<file path="src/rtl/id_stage_pkg.sv">
// id_stage_pkg: shared constants for the instruction-decode stage.
//   - IF/ID bundle field offsets (HALT_BIT, PC_HI, PC_LO)
//   - ID/EX bundle field offsets and IDEX_W
//   - ctrl bit positions, opcode/funct constants, ALU_* encodings
//   - RUN/HALT state type and a sign-extension helper
package id_stage_pkg;

  localparam int unsigned XLEN      = 32;
  localparam int unsigned REG_IDX_W = 5;
  localparam int unsigned NUM_REGS  = 32;

  // IF/ID bundle: {halt, pc[31:0], inst[31:0]}
  localparam int unsigned IFID_W   = 65;
  localparam int unsigned HALT_BIT = 64;
  localparam int unsigned PC_HI    = 63;
  localparam int unsigned PC_LO    = 32;

  // ID/EX bundle: halt, pc, rs_val, rt_val, imm, rs, rt, rd, ctrl
  localparam int unsigned CTRL_W       = 12;
  localparam int unsigned IDEX_W       = 156;
  localparam int unsigned IDEX_HALT    = 155;
  localparam int unsigned IDEX_PC_LO   = 123;
  localparam int unsigned IDEX_RSV_LO  = 91;
  localparam int unsigned IDEX_RTV_LO  = 59;
  localparam int unsigned IDEX_IMM_LO  = 27;
  localparam int unsigned IDEX_RS_LO   = 22;
  localparam int unsigned IDEX_RT_LO   = 17;
  localparam int unsigned IDEX_RD_LO   = 12;
  localparam int unsigned IDEX_CTRL_LO = 0;

  // ctrl = {reg_write, mem_read, mem_write, mem_to_reg, alu_src, reg_dst, branch, jump, alu_op[3:0]}
  localparam int unsigned CTRL_REG_WRITE  = 11;
  localparam int unsigned CTRL_MEM_READ   = 10;
  localparam int unsigned CTRL_MEM_WRITE  = 9;
  localparam int unsigned CTRL_MEM_TO_REG = 8;
  localparam int unsigned CTRL_ALU_SRC    = 7;
  localparam int unsigned CTRL_REG_DST    = 6;
  localparam int unsigned CTRL_BRANCH     = 5;
  localparam int unsigned CTRL_JUMP       = 4;
  localparam int unsigned CTRL_ALU_LO     = 0;

  localparam logic [5:0] OP_RTYPE = 6'h00;
  localparam logic [5:0] OP_J     = 6'h02;
  localparam logic [5:0] OP_JAL   = 6'h03;
  localparam logic [5:0] OP_BEQ   = 6'h04;
  localparam logic [5:0] OP_BNE   = 6'h05;
  localparam logic [5:0] OP_ADDI  = 6'h08;
  localparam logic [5:0] OP_ADDIU = 6'h09;
  localparam logic [5:0] OP_SLTI  = 6'h0A;
  localparam logic [5:0] OP_ANDI  = 6'h0C;
  localparam logic [5:0] OP_ORI   = 6'h0D;
  localparam logic [5:0] OP_XORI  = 6'h0E;
  localparam logic [5:0] OP_LW    = 6'h23;
  localparam logic [5:0] OP_SW    = 6'h2B;

  localparam logic [5:0] FN_SLL  = 6'h00;
  localparam logic [5:0] FN_SRL  = 6'h02;
  localparam logic [5:0] FN_SRA  = 6'h03;
  localparam logic [5:0] FN_ADD  = 6'h20;
  localparam logic [5:0] FN_ADDU = 6'h21;
  localparam logic [5:0] FN_SUB  = 6'h22;
  localparam logic [5:0] FN_SUBU = 6'h23;
  localparam logic [5:0] FN_AND  = 6'h24;
  localparam logic [5:0] FN_OR   = 6'h25;
  localparam logic [5:0] FN_XOR  = 6'h26;
  localparam logic [5:0] FN_NOR  = 6'h27;
  localparam logic [5:0] FN_SLT  = 6'h2A;

  // ALU_BNE lets EX tell bne from beq, since ctrl carries a single branch bit.
  localparam logic [3:0] ALU_ADD  = 4'd0;
  localparam logic [3:0] ALU_ADDU = 4'd1;
  localparam logic [3:0] ALU_SUB  = 4'd2;
  localparam logic [3:0] ALU_SUBU = 4'd3;
  localparam logic [3:0] ALU_AND  = 4'd4;
  localparam logic [3:0] ALU_OR   = 4'd5;
  localparam logic [3:0] ALU_XOR  = 4'd6;
  localparam logic [3:0] ALU_NOR  = 4'd7;
  localparam logic [3:0] ALU_SLT  = 4'd8;
  localparam logic [3:0] ALU_SLL  = 4'd9;
  localparam logic [3:0] ALU_SRL  = 4'd10;
  localparam logic [3:0] ALU_SRA  = 4'd11;
  localparam logic [3:0] ALU_BNE  = 4'd12;

  typedef enum logic {
    S_RUN  = 1'b0,
    S_HALT = 1'b1
  } state_t;

  function automatic logic [XLEN-1:0] sign_ext16(input logic [15:0] v);
    return {{16{v[15]}}, v};
  endfunction

endpackage

</file>
<file path="src/rtl/id_stage_if.sv">
// id_stage_if: register-file bus between the decode logic and id_regfile.
//   wb_en/wb_addr/wb_data : write port (from WB stage)
//   ra1/ra2               : read addresses (rs, rt)
//   rd1/rd2               : read data
// master = decode side, slave = register file.
interface id_stage_if;
  import id_stage_pkg::*;

  logic                 wb_en;
  logic [REG_IDX_W-1:0] wb_addr;
  logic [XLEN-1:0]      wb_data;
  logic [REG_IDX_W-1:0] ra1;
  logic [REG_IDX_W-1:0] ra2;
  logic [XLEN-1:0]      rd1;
  logic [XLEN-1:0]      rd2;

  modport master (
    output wb_en, wb_addr, wb_data, ra1, ra2,
    input  rd1, rd2
  );

  modport slave (
    input  wb_en, wb_addr, wb_data, ra1, ra2,
    output rd1, rd2
  );
endinterface

</file>
<file path="src/rtl/id_regfile.sv">
// id_regfile: 32x32 register file, async active-low clear, 2 combinational
// read ports, 1 write port. $0 reads 0 and ignores writes.
//   clk, rst_n : clock, asynchronous active-low reset
//   bus        : id_stage_if.slave (write port + two read ports)
// Build option ID_WB_BYPASS_EN: a read of the register being written this
// cycle returns wb_data instead of the old contents.
module id_regfile
  import id_stage_pkg::*;
(
  input  logic            clk,
  input  logic            rst_n,
  id_stage_if.slave       bus
);

  logic [XLEN-1:0] regs [NUM_REGS];

  always_ff @(posedge clk or negedge rst_n) begin
    if (!rst_n) begin
      for (int unsigned i = 0; i < NUM_REGS; i++) begin
        regs[i] <= '0;
      end
    end else if (bus.wb_en && (bus.wb_addr != '0)) begin
      regs[bus.wb_addr] <= bus.wb_data;
    end
  end

  always_comb begin
    bus.rd1 = (bus.ra1 == '0) ? '0 : regs[bus.ra1];
    bus.rd2 = (bus.ra2 == '0) ? '0 : regs[bus.ra2];
`ifdef ID_WB_BYPASS_EN
    if (bus.wb_en && (bus.wb_addr != '0) && (bus.ra1 == bus.wb_addr)) bus.rd1 = bus.wb_data;
    if (bus.wb_en && (bus.wb_addr != '0) && (bus.ra2 == bus.wb_addr)) bus.rd2 = bus.wb_data;
`else
`endif
  end

endmodule

</file>
<file path="src/rtl/id_stage.sv">
// id_stage: MIPS-subset instruction-decode stage.
//   CLK, RESET_N        : clock, asynchronous active-low reset
//   ifid                : {halt, pc, inst} from fetch
//   wb_en/wb_addr/wb_data : register writeback
//   ex_mem_read, ex_rt  : load currently in EX and its destination
//   flush               : squash the instruction in ID
//   stall_out           : combinational load-use stall to IF
//   idex                : registered ID/EX bundle
//   halted              : sticky, set once a halt has been consumed
// Build option ID_WB_BYPASS_EN (see id_regfile): write-before-read bypass.
module id_stage
  import id_stage_pkg::*;
(
  input  logic                 CLK,
  input  logic                 RESET_N,
  input  logic [IFID_W-1:0]    ifid,
  input  logic                 wb_en,
  input  logic [REG_IDX_W-1:0] wb_addr,
  input  logic [XLEN-1:0]      wb_data,
  input  logic                 ex_mem_read,
  input  logic [REG_IDX_W-1:0] ex_rt,
  input  logic                 flush,
  output logic                 stall_out,
  output logic [IDEX_W-1:0]    idex,
  output logic                 halted
);

  logic [XLEN-1:0]      inst;
  logic [XLEN-1:0]      pc;
  logic [5:0]           opcode;
  logic [5:0]           funct;
  logic [REG_IDX_W-1:0] rs;
  logic [REG_IDX_W-1:0] rt;
  logic [REG_IDX_W-1:0] rd;
  logic [4:0]           shamt;

  assign inst   = ifid[XLEN-1:0];
  assign pc     = ifid[PC_HI:PC_LO];
  assign opcode = inst[31:26];
  assign rs     = inst[25:21];
  assign rt     = inst[20:16];
  assign rd     = inst[15:11];
  assign shamt  = inst[10:6];
  assign funct  = inst[5:0];

  id_stage_if rf_bus ();

  assign rf_bus.wb_en   = wb_en;
  assign rf_bus.wb_addr = wb_addr;
  assign rf_bus.wb_data = wb_data;
  assign rf_bus.ra1     = rs;
  assign rf_bus.ra2     = rt;

  id_regfile u_regfile (
    .clk   (CLK),
    .rst_n (RESET_N),
    .bus   (rf_bus.slave)
  );

  logic [CTRL_W-1:0]    ctrl;
  logic [3:0]           alu_op;
  logic [XLEN-1:0]      imm;
  logic [REG_IDX_W-1:0] rd_sel;
  logic                 valid;

  always_comb begin
    ctrl   = '0;
    alu_op = ALU_ADD;
    imm    = '0;
    rd_sel = rd;
    valid  = 1'b1;
    case (opcode)
      OP_RTYPE: begin
        ctrl[CTRL_REG_WRITE] = 1'b1;
        ctrl[CTRL_REG_DST]   = 1'b1;
        case (funct)
          FN_ADD:  alu_op = ALU_ADD;
          FN_ADDU: alu_op = ALU_ADDU;
          FN_SUB:  alu_op = ALU_SUB;
          FN_SUBU: alu_op = ALU_SUBU;
          FN_AND:  alu_op = ALU_AND;
          FN_OR:   alu_op = ALU_OR;
          FN_XOR:  alu_op = ALU_XOR;
          FN_NOR:  alu_op = ALU_NOR;
          FN_SLT:  alu_op = ALU_SLT;
          FN_SLL:  begin alu_op = ALU_SLL; imm = {27'b0, shamt}; end
          FN_SRL:  begin alu_op = ALU_SRL; imm = {27'b0, shamt}; end
          FN_SRA:  begin alu_op = ALU_SRA; imm = {27'b0, shamt}; end
          default: valid = 1'b0;
        endcase
      end
      OP_ADDI, OP_ADDIU, OP_SLTI: begin
        ctrl[CTRL_REG_WRITE] = 1'b1;
        ctrl[CTRL_ALU_SRC]   = 1'b1;
        imm = sign_ext16(inst[15:0]);
        alu_op = (opcode == OP_ADDI)  ? ALU_ADD  :
                 (opcode == OP_ADDIU) ? ALU_ADDU : ALU_SLT;
      end
      OP_ANDI, OP_ORI, OP_XORI: begin
        ctrl[CTRL_REG_WRITE] = 1'b1;
        ctrl[CTRL_ALU_SRC]   = 1'b1;
        imm = {16'b0, inst[15:0]};
        alu_op = (opcode == OP_ANDI) ? ALU_AND :
                 (opcode == OP_ORI)  ? ALU_OR  : ALU_XOR;
      end
      OP_LW: begin
        ctrl[CTRL_REG_WRITE]  = 1'b1;
        ctrl[CTRL_MEM_READ]   = 1'b1;
        ctrl[CTRL_MEM_TO_REG] = 1'b1;
        ctrl[CTRL_ALU_SRC]    = 1'b1;
        imm = sign_ext16(inst[15:0]);
      end
      OP_SW: begin
        ctrl[CTRL_MEM_WRITE] = 1'b1;
        ctrl[CTRL_ALU_SRC]   = 1'b1;
        imm = sign_ext16(inst[15:0]);
      end
      OP_BEQ, OP_BNE: begin
        ctrl[CTRL_BRANCH] = 1'b1;
        imm = sign_ext16(inst[15:0]);
        alu_op = (opcode == OP_BEQ) ? ALU_SUB : ALU_BNE;
      end
      OP_J: begin
        ctrl[CTRL_JUMP] = 1'b1;
        imm = {6'b0, inst[25:0]};
      end
      OP_JAL: begin
        ctrl[CTRL_JUMP]      = 1'b1;
        ctrl[CTRL_REG_WRITE] = 1'b1;
        ctrl[CTRL_REG_DST]   = 1'b1;
        imm    = {6'b0, inst[25:0]};
        rd_sel = 5'd31;
      end
      default: valid = 1'b0;
    endcase
    ctrl[CTRL_ALU_LO +: 4] = alu_op;
  end

  logic [IDEX_W-1:0] decoded;

  always_comb begin
    decoded = '0;
    if (valid) begin
      decoded[IDEX_PC_LO   +: XLEN]      = pc;
      decoded[IDEX_RSV_LO  +: XLEN]      = rf_bus.rd1;
      decoded[IDEX_RTV_LO  +: XLEN]      = rf_bus.rd2;
      decoded[IDEX_IMM_LO  +: XLEN]      = imm;
      decoded[IDEX_RS_LO   +: REG_IDX_W] = rs;
      decoded[IDEX_RT_LO   +: REG_IDX_W] = rt;
      decoded[IDEX_RD_LO   +: REG_IDX_W] = rd_sel;
      decoded[IDEX_CTRL_LO +: CTRL_W]    = ctrl;
    end
  end

  // rt only counts as a source for R-type, sw and branches; rs always does.
  logic rt_src;
  logic load_use;
  state_t state;

  assign rt_src   = (opcode == OP_RTYPE) || (opcode == OP_SW) ||
                    (opcode == OP_BEQ)   || (opcode == OP_BNE);
  assign load_use = ex_mem_read && (ex_rt != '0) &&
                    ((ex_rt == rs) || (rt_src && (ex_rt == rt)));

  // Gated by RESET_N so the stall cannot leak out while reset is held.
  assign stall_out = RESET_N && (state == S_RUN) && !flush && load_use;

  always_ff @(posedge CLK or negedge RESET_N) begin
    if (!RESET_N) begin
      state  <= S_RUN;
      idex   <= '0;
      halted <= 1'b0;
    end else begin
      case (state)
        S_RUN: begin
          if (flush || load_use) begin
            idex <= '0;
          end else if (ifid[HALT_BIT]) begin
            idex   <= {1'b1, {(IDEX_W-1){1'b0}}};
            halted <= 1'b1;
            state  <= S_HALT;
          end else begin
            idex <= decoded;
          end
        end
        S_HALT: begin
          idex <= '0;
        end
        default: begin
          state <= S_RUN;
          idex  <= '0;
        end
      endcase
    end
  end

endmodule

</file>
<file path="config.mk">
export PLATFORM = sky130hd
export DESIGN_NAME = id_stage
export DESIGN_NICKNAME = d
export VERILOG_FILES = /design/src/rtl/id_stage_pkg.sv /design/src/rtl/id_stage_if.sv /design/src/rtl/id_regfile.sv /design/src/rtl/id_stage.sv
export SDC_FILE = /design/constraint.sdc
export NUM_CORES = 2
export LEC_CHECK = 0
export ABC_AREA = 0
export CAP_MARGIN = 20
export CORE_ASPECT_RATIO = 0.6
export CORE_UTILIZATION = 54
export CTS_BUF_LIST = sky130_fd_sc_hd__clkbuf_8
export DETAILED_ROUTE_END_ITERATION = 12
export HOLD_SLACK_MARGIN = 0.08
export PLACE_DENSITY_LB_ADDON = 0.25
export SYNTH_ARGS = -nofsm -noshare
export SYNTH_HDL_FRONTEND = slang
export SYNTH_HIERARCHICAL = 1
export SYNTH_SLANG_ARGS = --single-unit
</file>
<file path="constraint.sdc">
create_clock -name CLK -period 2.45 [get_ports CLK]
set_input_delay 0.49 -clock CLK [delete_from_list [all_inputs] [get_ports CLK]]
set_output_delay 0.49 -clock CLK [all_outputs]
set_load 0.005 [all_outputs]
</file>
# ---- Word-level counts from Yosys, hierarchy flattened
# Cells that the tools add are included.
dict set report totals {
  reg_bits 1182
  inputBits 112
  output_inout_bits 158
  elab_cells 138
}
dict set report classes {
  magnitude_cmp 4
  eq_ne 25
  muxes 37
  n_bitwise 5
  reduce_logical 32
}
# operator n
set op_table {}
lappend op_table {{bitwise mux 1024 bit} 1}
lappend op_table {{binary-select mux 32 bit (select 5 bit)} 2}
lappend op_table {{two-way mux 156 bit} 2}
lappend op_table {{one-hot mux 156 bit (2 select lines)} 1}
lappend op_table {{two-way mux 32 bit} 7}
lappend op_table {{demux 32 bit (select 5 bit)} 1}
lappend op_table {{two-way mux 155 bit} 1}
lappend op_table {{one-hot mux 32 bit (4 select lines)} 1}
lappend op_table {{== test 6 bit, second input constant} 11}
lappend op_table {{one-hot mux 4 bit (11 select lines)} 1}
lappend op_table {{== test 6 x 4 -> 1 bit, second input constant} 6}
lappend op_table {{== test 6 x 2 -> 1 bit, second input constant} 4}
lappend op_table {{OR reduction 12 bit} 2}
lappend op_table {{greater-or-equal comparator 6 bit, second input constant} 3}
lappend op_table {{inverter 5 -> 6 bit} 3}
lappend op_table {{one-hot mux 4 bit (4 select lines)} 1}
lappend op_table {{== test 6 x 3 -> 1 bit, second input constant} 2}
lappend op_table {{zero test 6 bit} 2}
lappend op_table {{two-way mux 4 bit} 3}
lappend op_table {{two-way mux 1 bit} 11}
lappend op_table {{== test 5 bit} 2}
lappend op_table {{zero test 5 bit} 2}
lappend op_table {{two-way mux 5 bit} 2}
lappend op_table {{nonzero test 5 bit} 2}
lappend op_table {{other kinds (13)} 30}

# ---- Depth between registers and ports, before layout
dict set report depth {
  word_depth 10
  ltp_mapped 10
}

# ---- Hierarchy
# The synthesis kept the hierarchy.
# module n_inst cells_per_inst area_per_inst_um2
set modules_own_cells {}
lappend modules_own_cells {id_regfile 1 3698 54390.9}
lappend modules_own_cells {id_stage 1 452 5626.6}

# ---- Least setup slack after synthesis
# OpenSTA, ideal clock, no wires.
dict set report synth_timing {
  path_type {input port to output port}
  startpoint {in ex_rt[2]}
  endpoint {out stall_out}
  t_arrival_ps 1956
  required_ps 1960
  path_slack_ps 4
  cell_stages 6
  path_buffers 1
  cell_sequence {xnor2_1 nand3_1 nor4_1 or2_2 clkbuf_1 and3_1}
}
dict set report synth_between {
  elab_chain_len 5
  word_cells_on_any_way 8
  cone_classes {2 x eq/ne; 6 x reduce/logical}
}
# item line
set synth_lines {}
lappend synth_lines {{start, declared} id_stage.sv:21} ;# input logic [REG_IDX_W-1:0] ex_rt,
lappend synth_lines {{== test 5 bit} id_stage.sv:163} ;# ((ex_rt == rs) || (rt_src && (ex_rt == rt)));
lappend synth_lines {{logical AND 1 bit} id_stage.sv:163}
lappend synth_lines {{logical OR 1 bit} id_stage.sv:163}
lappend synth_lines {{logical AND 1 bit *} id_stage.sv:162} ;# assign load_use = ex_mem_read && (ex_rt != '0) &&
lappend synth_lines {{logical AND 1 bit *} id_stage.sv:166} ;# assign stall_out = RESET_N && (state == S_RUN) && !flush && load_use;
lappend synth_lines {{end, declared} id_stage.sv:23} ;# output logic stall_out,
# Every way passes the cells marked *; elsewhere a longest branch is shown, timed or not.

# ---- Final worst setup path
dict set report layout_timing {
  startpoint {in ifid[30]}
  endpoint {out stall_out}
}
dict set report layout_between {
  elab_chain_len 8
  word_cells_on_any_way 11
  cone_classes {3 x eq/ne; 8 x reduce/logical}
}
# item line
set layout_lines {}
lappend layout_lines {{start, declared} id_stage.sv:16} ;# input logic [IFID_W-1:0] ifid,
lappend layout_lines {{== test 6 bit / zero test 6 bit (equally long branches)} id_stage.sv:160} ;# assign rt_src = (opcode == OP_RTYPE) || (opcode == OP_SW) ||
lappend layout_lines {{logical OR 1 bit (2 in series)} id_stage.sv:160}
lappend layout_lines {{logical OR 1 bit *} id_stage.sv:161} ;# (opcode == OP_BEQ) || (opcode == OP_BNE);
lappend layout_lines {{logical AND 1 bit *} id_stage.sv:163}
lappend layout_lines {{logical OR 1 bit *} id_stage.sv:163}
lappend layout_lines {{logical AND 1 bit *} id_stage.sv:162}
lappend layout_lines {{logical AND 1 bit *} id_stage.sv:166}
# Marked as above.

==> flow_summary_export.csv <==
group,metric,value,unit
worst_setup_path,worstPathRequired,1960,ps
global_routing,antenna_found_initial,3,
layout,syn2layout_area_growth,21.1,%
worst_hold_path,min_path_cells,2,
clocking,cts.clk_slew.worst_paths,70,ps
worst_setup_path,worst-path-buf-inv,2,
synthesis,synth-xor-area-share,0.00146,
die,die_w,432,um
placement,dp_hpwl,130000,um
sta,max_freq,0.398,GHz
sta,setup-tns-final,-61.6,ps
detailed_routing,drtAntennaViolNets,0,
synthesis,synth_top_family_by_area,"multiplexers",
die,fp.dieH,260,um
detailed_routing,first_pass_iters,5,
die,die_area,0.113,mm^2
synthesis,ys_ff_latch,1176,
worst_hold_path,hold_class,"input port to register",
sta,layout_setup_ws,-61.6,ps
synthesis,synthMuxAreaShare,0.385,
pwr,peakVddDrop,0.551,mV
job,maxCapViolCount,0,
worst_setup_path,end_kind,"primary output",
pwr,p_leak,32.4,nW
synthesis,yosys.area_share.simple,0.0374,
worst_setup_path,max_stage_delay,570,ps
detailed_routing,route.detailed.drc,0,
worst_setup_path,startpoint_type,"input port",
worst_setup_path,crit_family,"simple AND/OR/NAND/NOR gates",
worst_setup_path,regToRegStartpoint,"u_regfile/regs[560]",
detailed_routing,vias,42073,
synthesis,async_reset_ff_frac,1.00,
sta,whs,145,ps
synthesis,synth_compound_area_frac,0.0495,
detailed_routing,drt_iter0_drc,4872,
placement,portBuffers,269,
global_routing,grt_pass1_wl,296000,um
worst_hold_path,holdPathEnd,"idex[123]",
synthesis,synth_flop_cell,"dfrtp_1",
outcome,failed_checks,"negative setup slack",
clocking,cts_sinks,1176,
clocking,cts_tree,"built",
detailed_routing,highest_layer,"met4",
layout,final_common_cell,"dfrtp_1",
global_routing,grt_max_degree,147,
outcome,run_status,"finished with violations",
sta,setup_violations,1,
worst_setup_path,worstReg2RegEnd,"idex[75]",
synthesis,synthCells,4150,
sta,skew,33.8,ps
worst_hold_path,worstHoldStart,"ifid[32]",
sta,fin_crit_sh,1.03,
sta,drv_slew,0,
clocking,cts_max_level,4,
worst_setup_path,slowest_stage,"clkdlybuf4s50_1",
clocking,clockBufferDepth,3,
die,initial_core_util,0.546,
worst_setup_path,reg2regPathDepth,6,
synthesis,syn-num-nets,4262,
pwr,power.density,730,mW/mm^2
layout,final_cell_mix,"dfrtp_1, mux2_2, mux4_2",
detailed_routing,viasPerCell,6.66,
detailed_routing,routed-wl-met2,86700,um
layout,nNetsFinal,4798,
detailed_routing,met1_length,83900,um
global_routing,grt_overflow,0,
worst_setup_path,worst-setup-path-type,"input port to primary output",
die,io_pins,270,
detailed_routing,wl,199000,um
synthesis,ys_warn_count,6,
synthesis,avgSynthCellArea,14.5,um^2
die,rows,94,
clocking,clk_latency,910,ps
synthesis,synth_sequential_area_ratio,0.490,
synthesis,synth_fa_ha_area_frac,0,
global_routing,grt_usage,0.361,
worst_setup_path,arrival,2020,ps
die,core_area,0.110,mm^2
placement,gp_congestion,0.919,
clocking,cts_buffers,173,
global_routing,grt_pass1_vias,42579,
detailed_routing,wire_per_inst,31.6,um
sta,finalCriticalPeriod,2510,ps
sta,maxSlewHeadroom,0.386,
layout,drive_gt1_frac,0.476,
worst_setup_path,crit_fanout,4,
detailed_routing,dr_wl_met3,21100,um
synthesis,syn_area,0.0600,mm^2
clocking,root_buffer,"clkbuf_8",
sta,hold_viol,0,
sta,worstMarginPinSlew,914,ps
worst_setup_path,cp_cell_sequence,"clkdlybuf4s50_1, nor2_1, nor4b_4, or2_4, and3_4, buf_6",
sta,rsz0062_at_grt,"yes",
worst_setup_path,r2r_slack,50,ps
synthesis,synth_cell_types,61,
synthesis,synth-edff-count,0,
[state kept, by name (all words and copies together) (netlist names)]
signal          cells
halted              1
state               1
u_regfile/regs   1024
idex              150
[stage by stage]
stage / utilization / total power, mW / worst slack [ps] / cells / cell area (um^2)
final: 0.662 / 53.0 / -61.6 / 6319 / 72700
after detailed placement: 0.626 / 36.0 / -885 / 5978 / 68800
after floorplan: - / 31.9 / 3.85 / 4150 / 60000
after global routing: 0.662 / 55.1 / -96.0 / 6316 / 72700
after CTS: 0.662 / 53.0 / -82.3 / 6313 / 72700
after global placement: 0.626 / 35.5 / -878 / 5978 / 68800
[power breakdown]
group / switching (mW) / total, mW / internal (mW)
logic: 4.24 / 10.7 / 6.44
clock network: 8.08 / 17.1 / 9.00
registers: 2.64 / 25.3 / 22.6
[worst max-delay path by stage]
stage	start	to	slack, ps	cells after the start
2_1_floorplan	ex_rt[2]	stall_out	4	6
3_3_place_gp	ex_rt[1]	stall_out	-880	8
3_5_place_dp	ex_rt[4]	stall_out	-890	8
4_1_cts	ex_rt[3]	stall_out	-80	8
5_1_grt	ex_rt[3]	stall_out	-100	8
6_report	ifid[30]	stall_out	-60	6
[final cells by class]
cell class / count / area (um^2)
fillers: 7951 / 37100
flip-flops and latches: 1176 / 29400
multi-input cells: 2501 / 28700
repair buffers: 828 / 8960
clock buffers: 226 / 3110
well taps: 1488 / 1860
clock inverters: 88 / 579
inverters: 6 / 22.5
diodes: 6 / 15.0
[what timing repair did]
item / in CTS / in global routing
resized for setup: 43 / 0
endpoints found under the hold margin: 662 / 0
pin swaps: 10 / 2
endpoints found under the setup margin: 8 / 1
buffers inserted: 1 / 0
hold buffers: 20 / 0
[synth_stat cells, types with 7 or more instances]
cell type  count  share of area
nor2b_1       50         0.0052
mux4_2       387           0.15
buf_1         56         0.0035
a211oi_1      61         0.0076
mux2i_1      289          0.048
o22ai_1       48         0.0050
buf_4         25         0.0031
nand2b_1       9        0.00094
xnor2_1        7         0.0010
nand2_1       38         0.0024
dfrtp_1     1176           0.49
a22oi_1       89          0.011
o221ai_1      27         0.0039
a21oi_1       49         0.0041
a31oi_1       12         0.0013
mux2_2      1015           0.19
nor2_1        49         0.0031
clkbuf_1     247          0.015
mux2_1         7         0.0013
a2111oi_0     29         0.0042
and2_1       116          0.012
buf_2        118         0.0098
nor3_1        55         0.0046
nor4_1        24         0.0025
buf_6         20         0.0038
a22o_1        54         0.0079
and2_2        10         0.0013
[per-layer routing]
layer	up-vias	global-route usage
met1	22263	0.519
met4	0	0.145
met5	-	0
met2	2403	0.518
met3	481	0.105
li1	16926	-
[kinds of logic (layout without fill, tap and decap cells)]
family          Yosys count  count (layout)
mux                    1698            1698
compound gates          400             400
xor+xnor                 10              10
buf+inv                 473            1148
flops                  1176            1176
other cells               0               6
simple gates            393             393
Note: power is estimated with default switching activity, not from simulation.
